<file path="src/rtl/branch_predictor_if.sv">
// Bus bundle between the fetch/execute pipeline and the branch predictor.
interface branch_predictor_if;
    logic [31:0] pc_f_i;
    logic        pred_taken_f_o;
    logic [31:0] pred_target_f_o;
    logic        instr_valid_e_i;
    logic        update_en_e_i;
    logic [31:0] pc_e_i;
    logic        pc_src_res_e_i;
    logic [31:0] target_e_i;
    logic        pred_taken_e_i;
    logic [31:0] pred_target_e_i;
    logic        mispredict_e_o;
    logic [31:0] branch_cnt_o;
    logic [31:0] mispred_cnt_o;

    // Pipeline side: drives fetch PC and resolved E-stage outcomes.
    modport master (
        output pc_f_i, instr_valid_e_i, update_en_e_i, pc_e_i, pc_src_res_e_i,
               target_e_i, pred_taken_e_i, pred_target_e_i,
        input  pred_taken_f_o, pred_target_f_o, mispredict_e_o, branch_cnt_o,
               mispred_cnt_o
    );

    // Predictor side.
    modport slave (
        input  pc_f_i, instr_valid_e_i, update_en_e_i, pc_e_i, pc_src_res_e_i,
               target_e_i, pred_taken_e_i, pred_target_e_i,
        output pred_taken_f_o, pred_target_f_o, mispredict_e_o, branch_cnt_o,
               mispred_cnt_o
    );
endinterface

</file>
<file path="src/rtl/branch_predictor.sv">
// Fetch-stage BTB with 2-bit saturating direction counters, E-stage update,
// mispredict detection and saturating performance counters.
module branch_predictor #(
    parameter int unsigned ENTRIES = 32,
    parameter int unsigned TAG_W   = 8
) (
    input logic                clk_i,
    input logic                rst_n_i,
    branch_predictor_if.slave  bp
);
    localparam int unsigned INDEX_W = $clog2(ENTRIES);
    localparam int unsigned TAG_LO  = INDEX_W + 2;
    localparam int unsigned TAG_HI  = INDEX_W + TAG_W + 1;

    logic              valid_q  [ENTRIES];
    logic [TAG_W-1:0]  tag_q    [ENTRIES];
    logic [1:0]        ctr_q    [ENTRIES];
    logic [31:0]       target_q [ENTRIES];

    logic [31:0]       branch_cnt_q;
    logic [31:0]       mispred_cnt_q;

    logic [INDEX_W-1:0] idx_f;
    logic [INDEX_W-1:0] idx_e;
    logic [TAG_W-1:0]   tag_f;
    logic [TAG_W-1:0]   tag_e;
    logic               hit_f;
    logic               hit_e;
    logic               mispredict_c;

    logic               set_valid;
    logic               clr_valid;
    logic               wr_tag;
    logic               wr_target;
    logic               wr_ctr;
    logic [1:0]         ctr_nxt;

    logic               unused_pc_bits;

    assign idx_f = bp.pc_f_i[INDEX_W+1:2];
    assign tag_f = bp.pc_f_i[TAG_HI:TAG_LO];
    assign idx_e = bp.pc_e_i[INDEX_W+1:2];
    assign tag_e = bp.pc_e_i[TAG_HI:TAG_LO];

    assign unused_pc_bits = ^{bp.pc_f_i[31:TAG_HI+1], bp.pc_f_i[1:0],
                              bp.pc_e_i[31:TAG_HI+1], bp.pc_e_i[1:0]};

    // Fetch lookup: combinational, sees pre-update contents.
    assign hit_f              = valid_q[idx_f] && (tag_q[idx_f] == tag_f);
    assign hit_e              = valid_q[idx_e] && (tag_q[idx_e] == tag_e);
    assign bp.pred_taken_f_o  = hit_f && ctr_q[idx_f][1];
    assign bp.pred_target_f_o = hit_f ? target_q[idx_f] : 32'd0;

    // Mispredict: direction error, taken-target error, or alias hit on a non-branch.
    always_comb begin
        mispredict_c = 1'b0;
        if (bp.instr_valid_e_i) begin
            if (bp.update_en_e_i) begin
                mispredict_c = (bp.pred_taken_e_i != bp.pc_src_res_e_i) ||
                               (bp.pred_taken_e_i && bp.pc_src_res_e_i &&
                                (bp.pred_target_e_i != bp.target_e_i));
            end else begin
                mispredict_c = bp.pred_taken_e_i;
            end
        end
    end
    assign bp.mispredict_e_o = mispredict_c;

    // Table update decode for the E-stage instruction.
    always_comb begin
        set_valid = 1'b0;
        clr_valid = 1'b0;
        wr_tag    = 1'b0;
        wr_target = 1'b0;
        wr_ctr    = 1'b0;
        ctr_nxt   = ctr_q[idx_e];
        if (bp.instr_valid_e_i) begin
            if (bp.update_en_e_i) begin
                if (hit_e) begin
                    wr_ctr    = 1'b1;
                    wr_target = bp.pc_src_res_e_i;
                    if (bp.pc_src_res_e_i) begin
                        ctr_nxt = (ctr_q[idx_e] == 2'b11) ? 2'b11 : ctr_q[idx_e] + 2'd1;
                    end else begin
                        ctr_nxt = (ctr_q[idx_e] == 2'b00) ? 2'b00 : ctr_q[idx_e] - 2'd1;
                    end
                end else if (bp.pc_src_res_e_i) begin
                    set_valid = 1'b1;
                    wr_tag    = 1'b1;
                    wr_target = 1'b1;
                    wr_ctr    = 1'b1;
                    ctr_nxt   = 2'b10;
                end
            end else if (bp.pred_taken_e_i) begin
                clr_valid = 1'b1;
            end
        end
    end

    // Valid bits and direction counters: cleared to weakly-not-taken on reset.
    always_ff @(posedge clk_i) begin
        if (!rst_n_i) begin
            for (int i = 0; i < int'(ENTRIES); i++) begin
                valid_q[i] <= 1'b0;
                ctr_q[i]   <= 2'b01;
            end
        end else begin
            if (set_valid) begin
                valid_q[idx_e] <= 1'b1;
            end else if (clr_valid) begin
                valid_q[idx_e] <= 1'b0;
            end
            if (wr_ctr) begin
                ctr_q[idx_e] <= ctr_nxt;
            end
        end
    end

    // Tags and targets: no reset value, but writes are blocked during reset.
    always_ff @(posedge clk_i) begin
        if (rst_n_i) begin
            if (wr_tag) begin
                tag_q[idx_e] <= tag_e;
            end
            if (wr_target) begin
                target_q[idx_e] <= bp.target_e_i;
            end
        end
    end

    // Saturating performance counters.
    always_ff @(posedge clk_i) begin
        if (!rst_n_i) begin
            branch_cnt_q  <= 32'd0;
            mispred_cnt_q <= 32'd0;
        end else begin
            if (bp.instr_valid_e_i && bp.update_en_e_i && (branch_cnt_q != 32'hFFFF_FFFF)) begin
                branch_cnt_q <= branch_cnt_q + 32'd1;
            end
            if (mispredict_c && (mispred_cnt_q != 32'hFFFF_FFFF)) begin
                mispred_cnt_q <= mispred_cnt_q + 32'd1;
            end
        end
    end

    assign bp.branch_cnt_o  = branch_cnt_q;
    assign bp.mispred_cnt_o = mispred_cnt_q;
endmodule

</file>
<file path="src/flat_wrapper.sv">
// flat-port wrapper written by rule: the top's interface ports become plain ports
module branch_predictor_flat 
#(
    parameter int unsigned ENTRIES = 32,
    parameter int unsigned TAG_W   = 8
)
  (clk_i, rst_n_i, bp_pc_f_i, bp_instr_valid_e_i, bp_update_en_e_i, bp_pc_e_i, bp_pc_src_res_e_i, bp_target_e_i, bp_pred_taken_e_i, bp_pred_target_e_i, bp_pred_taken_f_o, bp_pred_target_f_o, bp_mispredict_e_o, bp_branch_cnt_o, bp_mispred_cnt_o);
  branch_predictor_if bp_i ();
  input logic clk_i;
  input logic rst_n_i;
  input wire logic [$bits(bp_i.pc_f_i)-1:0] bp_pc_f_i;
  input wire logic [$bits(bp_i.instr_valid_e_i)-1:0] bp_instr_valid_e_i;
  input wire logic [$bits(bp_i.update_en_e_i)-1:0] bp_update_en_e_i;
  input wire logic [$bits(bp_i.pc_e_i)-1:0] bp_pc_e_i;
  input wire logic [$bits(bp_i.pc_src_res_e_i)-1:0] bp_pc_src_res_e_i;
  input wire logic [$bits(bp_i.target_e_i)-1:0] bp_target_e_i;
  input wire logic [$bits(bp_i.pred_taken_e_i)-1:0] bp_pred_taken_e_i;
  input wire logic [$bits(bp_i.pred_target_e_i)-1:0] bp_pred_target_e_i;
  output wire logic [$bits(bp_i.pred_taken_f_o)-1:0] bp_pred_taken_f_o;
  output wire logic [$bits(bp_i.pred_target_f_o)-1:0] bp_pred_target_f_o;
  output wire logic [$bits(bp_i.mispredict_e_o)-1:0] bp_mispredict_e_o;
  output wire logic [$bits(bp_i.branch_cnt_o)-1:0] bp_branch_cnt_o;
  output wire logic [$bits(bp_i.mispred_cnt_o)-1:0] bp_mispred_cnt_o;
  assign bp_i.pc_f_i = bp_pc_f_i;
  assign bp_i.instr_valid_e_i = bp_instr_valid_e_i;
  assign bp_i.update_en_e_i = bp_update_en_e_i;
  assign bp_i.pc_e_i = bp_pc_e_i;
  assign bp_i.pc_src_res_e_i = bp_pc_src_res_e_i;
  assign bp_i.target_e_i = bp_target_e_i;
  assign bp_i.pred_taken_e_i = bp_pred_taken_e_i;
  assign bp_i.pred_target_e_i = bp_pred_target_e_i;
  assign bp_pred_taken_f_o = bp_i.pred_taken_f_o;
  assign bp_pred_target_f_o = bp_i.pred_target_f_o;
  assign bp_mispredict_e_o = bp_i.mispredict_e_o;
  assign bp_branch_cnt_o = bp_i.branch_cnt_o;
  assign bp_mispred_cnt_o = bp_i.mispred_cnt_o;
  branch_predictor #(.ENTRIES(ENTRIES), .TAG_W(TAG_W)) u_core (.clk_i(clk_i), .rst_n_i(rst_n_i), .bp(bp_i));
endmodule
</file>
<file path="config.mk">
export PLATFORM = sky130hd
export DESIGN_NAME = branch_predictor_flat
export DESIGN_NICKNAME = d
export VERILOG_FILES = /design/src/rtl/branch_predictor_if.sv /design/src/rtl/branch_predictor.sv /design/src/flat_wrapper.sv
export SDC_FILE = /design/constraint.sdc
export NUM_CORES = 2
export LEC_CHECK = 0
export ABC_AREA = 0
export CORE_MARGIN = 3
export CORE_UTILIZATION = 60
export CTS_CLUSTER_DIAMETER = 50
export CTS_CLUSTER_SIZE = 12
export DETAILED_ROUTE_END_ITERATION = 6
export PLACE_DENSITY = 0.79
export SETUP_SLACK_MARGIN = 0.3
export SLEW_MARGIN = 20
export SYNTH_ARGS = -nofsm -noshare
export SYNTH_HDL_FRONTEND = slang
export SYNTH_SLANG_ARGS = --single-unit
</file>
<file path="constraint.sdc">
create_clock -name clk_i -period 5.4 [get_ports clk_i]
set_clock_uncertainty 0.15 [all_clocks]
set_input_delay 1.08 -clock clk_i [delete_from_list [all_inputs] [get_ports clk_i]]
set_output_delay 1.08 -clock clk_i [all_outputs]
set_load 0.01 [all_outputs]
</file>
==> results.txt <==
----------------------------------------------------
[Global routing]
  First-pass GRT wire length ... 250 mm
  Maximum number of pins on one net before global-route repair ... 100
  Initial antenna violation count ... 2
  Via count of the first global-routing pass ... around 35000
  Gr ovfl total ... 0
  Total GRT Usage ... 0.344

[STA]
  Total negative slack for setup checks ... 0 ns
  Final worst path period need ... 5.15 ns
  Maximum clock frequency ... 0.194 GHz
  Final cycle utilization of the critical path ... 0.954
  RSZ-0062 raised after global routing ... true
  Number of hold-slack violations in the final timing report ... 0
  Slew headroom ... 0.374
  Min Hold Slack ... 0.353 ns
  # setup viols final ... 0
  Final slew viol count ... 0
  Slew at the pin closest to its max-slew limit ... 0.939 ns

[Cells and area]
  Proportion of layout cells with a drive suffix above 1 ... 0.293
  Design area ... 70100 um^2
  Final Net Count ... 3578
  Area added between synthesis and finish ... 17.9%
  Cell Count, Final, Fillers Out ... 4779

[Critical path]
  Crit end category ... primary output
  Launching element type of the critical path ... primary input
  Highest fanout seen on the critical path ... 8
  Critical Setup Path Class ... primary input to primary output
  RR Startpoint ... u_core.tag_q[7][2]$_DFFE_PP_
  Data required time at the worst endpoint ... 4.17 ns
  Crit path launch ... bp_pc_f_i[2]
  Arrival time of the worst setup path ... 3.92 ns

[Logic synthesis]
  Number of distinct library cell variants in the gate-level netlist after synthesis ... slightly below 60
  Post-synth EDFFs ... roughly 1300
  Main area contributors after synthesis ... sky130_fd_sc_hd__edfxtp_1, sky130_fd_sc_hd__mux4_2, sky130_fd_sc_hd__dfxtp_1
  Synth async-reset ratio ... 0
  Library cell with the largest summed area after synthesis ... sky130_fd_sc_hd__edfxtp_1
  Gate Count Post-Synth ... 3038
  Top-area cell type share of the netlist area ... 0.678
  Number of register bits inferred by synthesis ... 1440
  Sequential area share after synthesis ... 0.711
  Synthesized netlist net count ... 3175
  Top cells by count, synth ... sky130_fd_sc_hd__edfxtp_1, sky130_fd_sc_hd__mux4_2, sky130_fd_sc_hd__mux2i_1
  Mean cell area of the mapped netlist ... 19.6 um^2
  Main synth FF type ... sky130_fd_sc_hd__edfxtp_1
  Netlist area before placement ... slightly below 60000 um^2
  Total number of yosys warnings ... 0
  Count leader, synth ... sky130_fd_sc_hd__edfxtp_1

[Detailed routing]
  DRT iter0 DRCs ... around 5300
  Remaining DRCs ... 0
  Met2 WL post-DR ... around 90 mm
  Length of routed met3 wiring ... 20.3 mm
  Wirelength per Cell ... 37.2 um
  Highest metal layer with signal wires ... met4
  Number of nets with antenna violations after routing ... 0
  Final Routed Wirelength ... 178 mm
  Vias ... around 35000
  Number of optimization iterations in the first detailed-route pass ... 5
  Routed metal-1 wirelength ... 59.0 mm
  Via-per-instance ratio ... around 7.3

[CTS]
  Skew-Pair Late Insertion Delay ... about 0.74 ns
  Hold Buf Count CTS ... 0
  H-tree level count ... 4
  Root buf cell ... sky130_fd_sc_hd__clkbuf_16
  Number of clock buffers inserted by TritonCTS ... 151
  Maximum count of clock buffers along a single path ... 3
  Reg clk slew, reported paths ... 0.06 ns
  CTS tree ... done
  Number of sinks driven by the clock tree ... between 1000 and 1500

[Place]
  # port buffers ... 193
  Instance area after placement ... 65100 um^2
  Final Wtd Congestion ... 0.930
  Half-perimeter wire length after placement ... about 96 mm
  Placed cell count ... 4552

[Floorplan]
  Die ar. ... between 100000 and 150000 um^2
  Starting density of the core ... 0.610
  I/O Pins ... ~230
  Floorplan row count ... 114
  Area of the placeable core ... 97600 um^2
  Horizontal extent of the die ... 321 um
  Die outline height ... 321 um

[Worst hold path]
  Worst Min Path Start ... u_core.bp.mispred_cnt_o[30]$_SDFFE_PN0P_
  Path class of the lowest-slack min-delay path ... register to register

[Power]
  Static leakage power ... 0.0225 uW
  VDD IR-drop max ... roughly 270 uV
  Pwr dens ... 333 nW/um^2

[Run status]
  Result of the run ... complete, no violations

[Job]
  Max-Cap Viols ... 0

----------------------------------------------------
[cells in the final DEF (no fill, tap or decap), drive strengths merged, types with 6 or more instances in the layout]
master,Yosys,routed
o22ai,56,56
clkdlybuf4s50,0,145
a211o,9,9
or3,28,28
nand4,29,29
mux2i,159,159
clkinvlp,0,8
nand3,48,48
edfxtp,1344,1344
xor2,20,20
o21ai,79,79
buf,77,291
xnor2,56,56
nor4,24,24
clkbuf,122,180
or4,9,9
nand2,79,79
a22oi,14,14
clkinv,0,15
mux4,452,452
inv,14,27
nor2,139,139
nor3,37,37
and4,7,7
dlygate4sd2,0,6
nand4bb,6,6
o211ai,24,24
dfxtp,96,96
a21oi,31,31
and3,18,18
o31ai,6,6
[cell type report]
cell class | count | area (um^2)
diodes | 1 | 2.50
clock buffers | 174 | 3980
clock inverters | 40 | 414
fillers | 5621 | 27400
inverters | 14 | 52.6
multi-input cells | 1385 | 16900
flip-flops and latches | 1440 | 42300
well taps | 1276 | 1600
repair buffers | 449 | 4940
[stage by stage]
stage	power (uW)	setup slack [ns]	utilization
3_3_place_gp	13800	-0.243	0.667
2_1_floorplan	13300	0.423	-
3_5_place_dp	13900	-0.228	0.667
6_report	23400	0.247	0.719
4_1_cts	23400	0.173	0.715
5_1_grt	23900	0.152	0.719
[per-layer routing]
layer | vias to the layer above | global-route usage
li1 | 13500 | -
met5 | - | 0
met4 | 0 | 0.180
met1 | 17800 | 0.444
met3 | 570 | 0.0832
met2 | 3072 | 0.553
[cells by family (layout without fill, tap and decap cells)]
group           count (synthesis)  in the layout  synth area share
buf+inv                       213            677            0.0153
mux                           611            611             0.198
other cells                     0              1                 0
simple gates                  460            460            0.0393
compound gates                235            235            0.0251
fa+ha+maj                       3              3          0.000631
flops                        1440           1440             0.711
xor+xnor                       76             76            0.0112
[timing repair]
| action | CTS | global route |
|---|---|---|
| resized for setup | 189 | 64 |
| setup buffers | 3 | 1 |
| setup endpoints to repair | 34 | 34 |
| gates cloned | 2 | 6 |
| pin swaps | 9 | 22 |
[state kept, by name (all words and copies together), names as in the netlist]
register	flops
u_core.valid_q	32
u_core.target_q	1024
u_core.bp.branch_cnt_o	32
u_core.ctr_q	64
u_core.tag_q	256
u_core.bp.mispred_cnt_o	32
[worst max-delay path, stage by stage]
cell and delay [ns]:
sky130_fd_sc_hd__buf_16 0.14, sky130_fd_sc_hd__buf_16 0.16, sky130_fd_sc_hd__mux4_2 0.52, sky130_fd_sc_hd__mux4_2 0.56, sky130_fd_sc_hd__mux2i_1 0.20, sky130_fd_sc_hd__xnor2_1 0.11
sky130_fd_sc_hd__nor4_2 0.31, sky130_fd_sc_hd__nand3_2 0.13, sky130_fd_sc_hd__buf_12 0.19, sky130_fd_sc_hd__buf_16 0.19, sky130_fd_sc_hd__nor2_4 0.11, sky130_fd_sc_hd__buf_6 0.10
sky130_fd_sc_hd__buf_6 0.09
[worst paths after layout]
| kind | endpoint | slack [ns] | cells after the start |
|---|---|---|---|
| setup / recovery | bp_pred_target_f_o[31] | 0.25 | 13 |
| hold / removal | u_core.bp.mispred_cnt_o[30]$_SDFFE_PN0P_ | 0.35 | 2 |
| hold reg to reg | u_core.bp.mispred_cnt_o[30]$_SDFFE_PN0P_ | 0.35 | 2 |
| setup reg to reg | u_core.tag_q[13][0]$_DFFE_PP_ | 1.49 | 13 |
[where the power goes]
part | internal [uW] | leakage, uW | total (uW) | switching (uW)
registers | 12200 | 0.0129 | 12300 | 22.9
clock network | 5420 | 0.00212 | 9640 | 4220
logic | 645 | 0.00741 | 1480 | 833
Note: power is estimated with default switching activity, not from simulation.
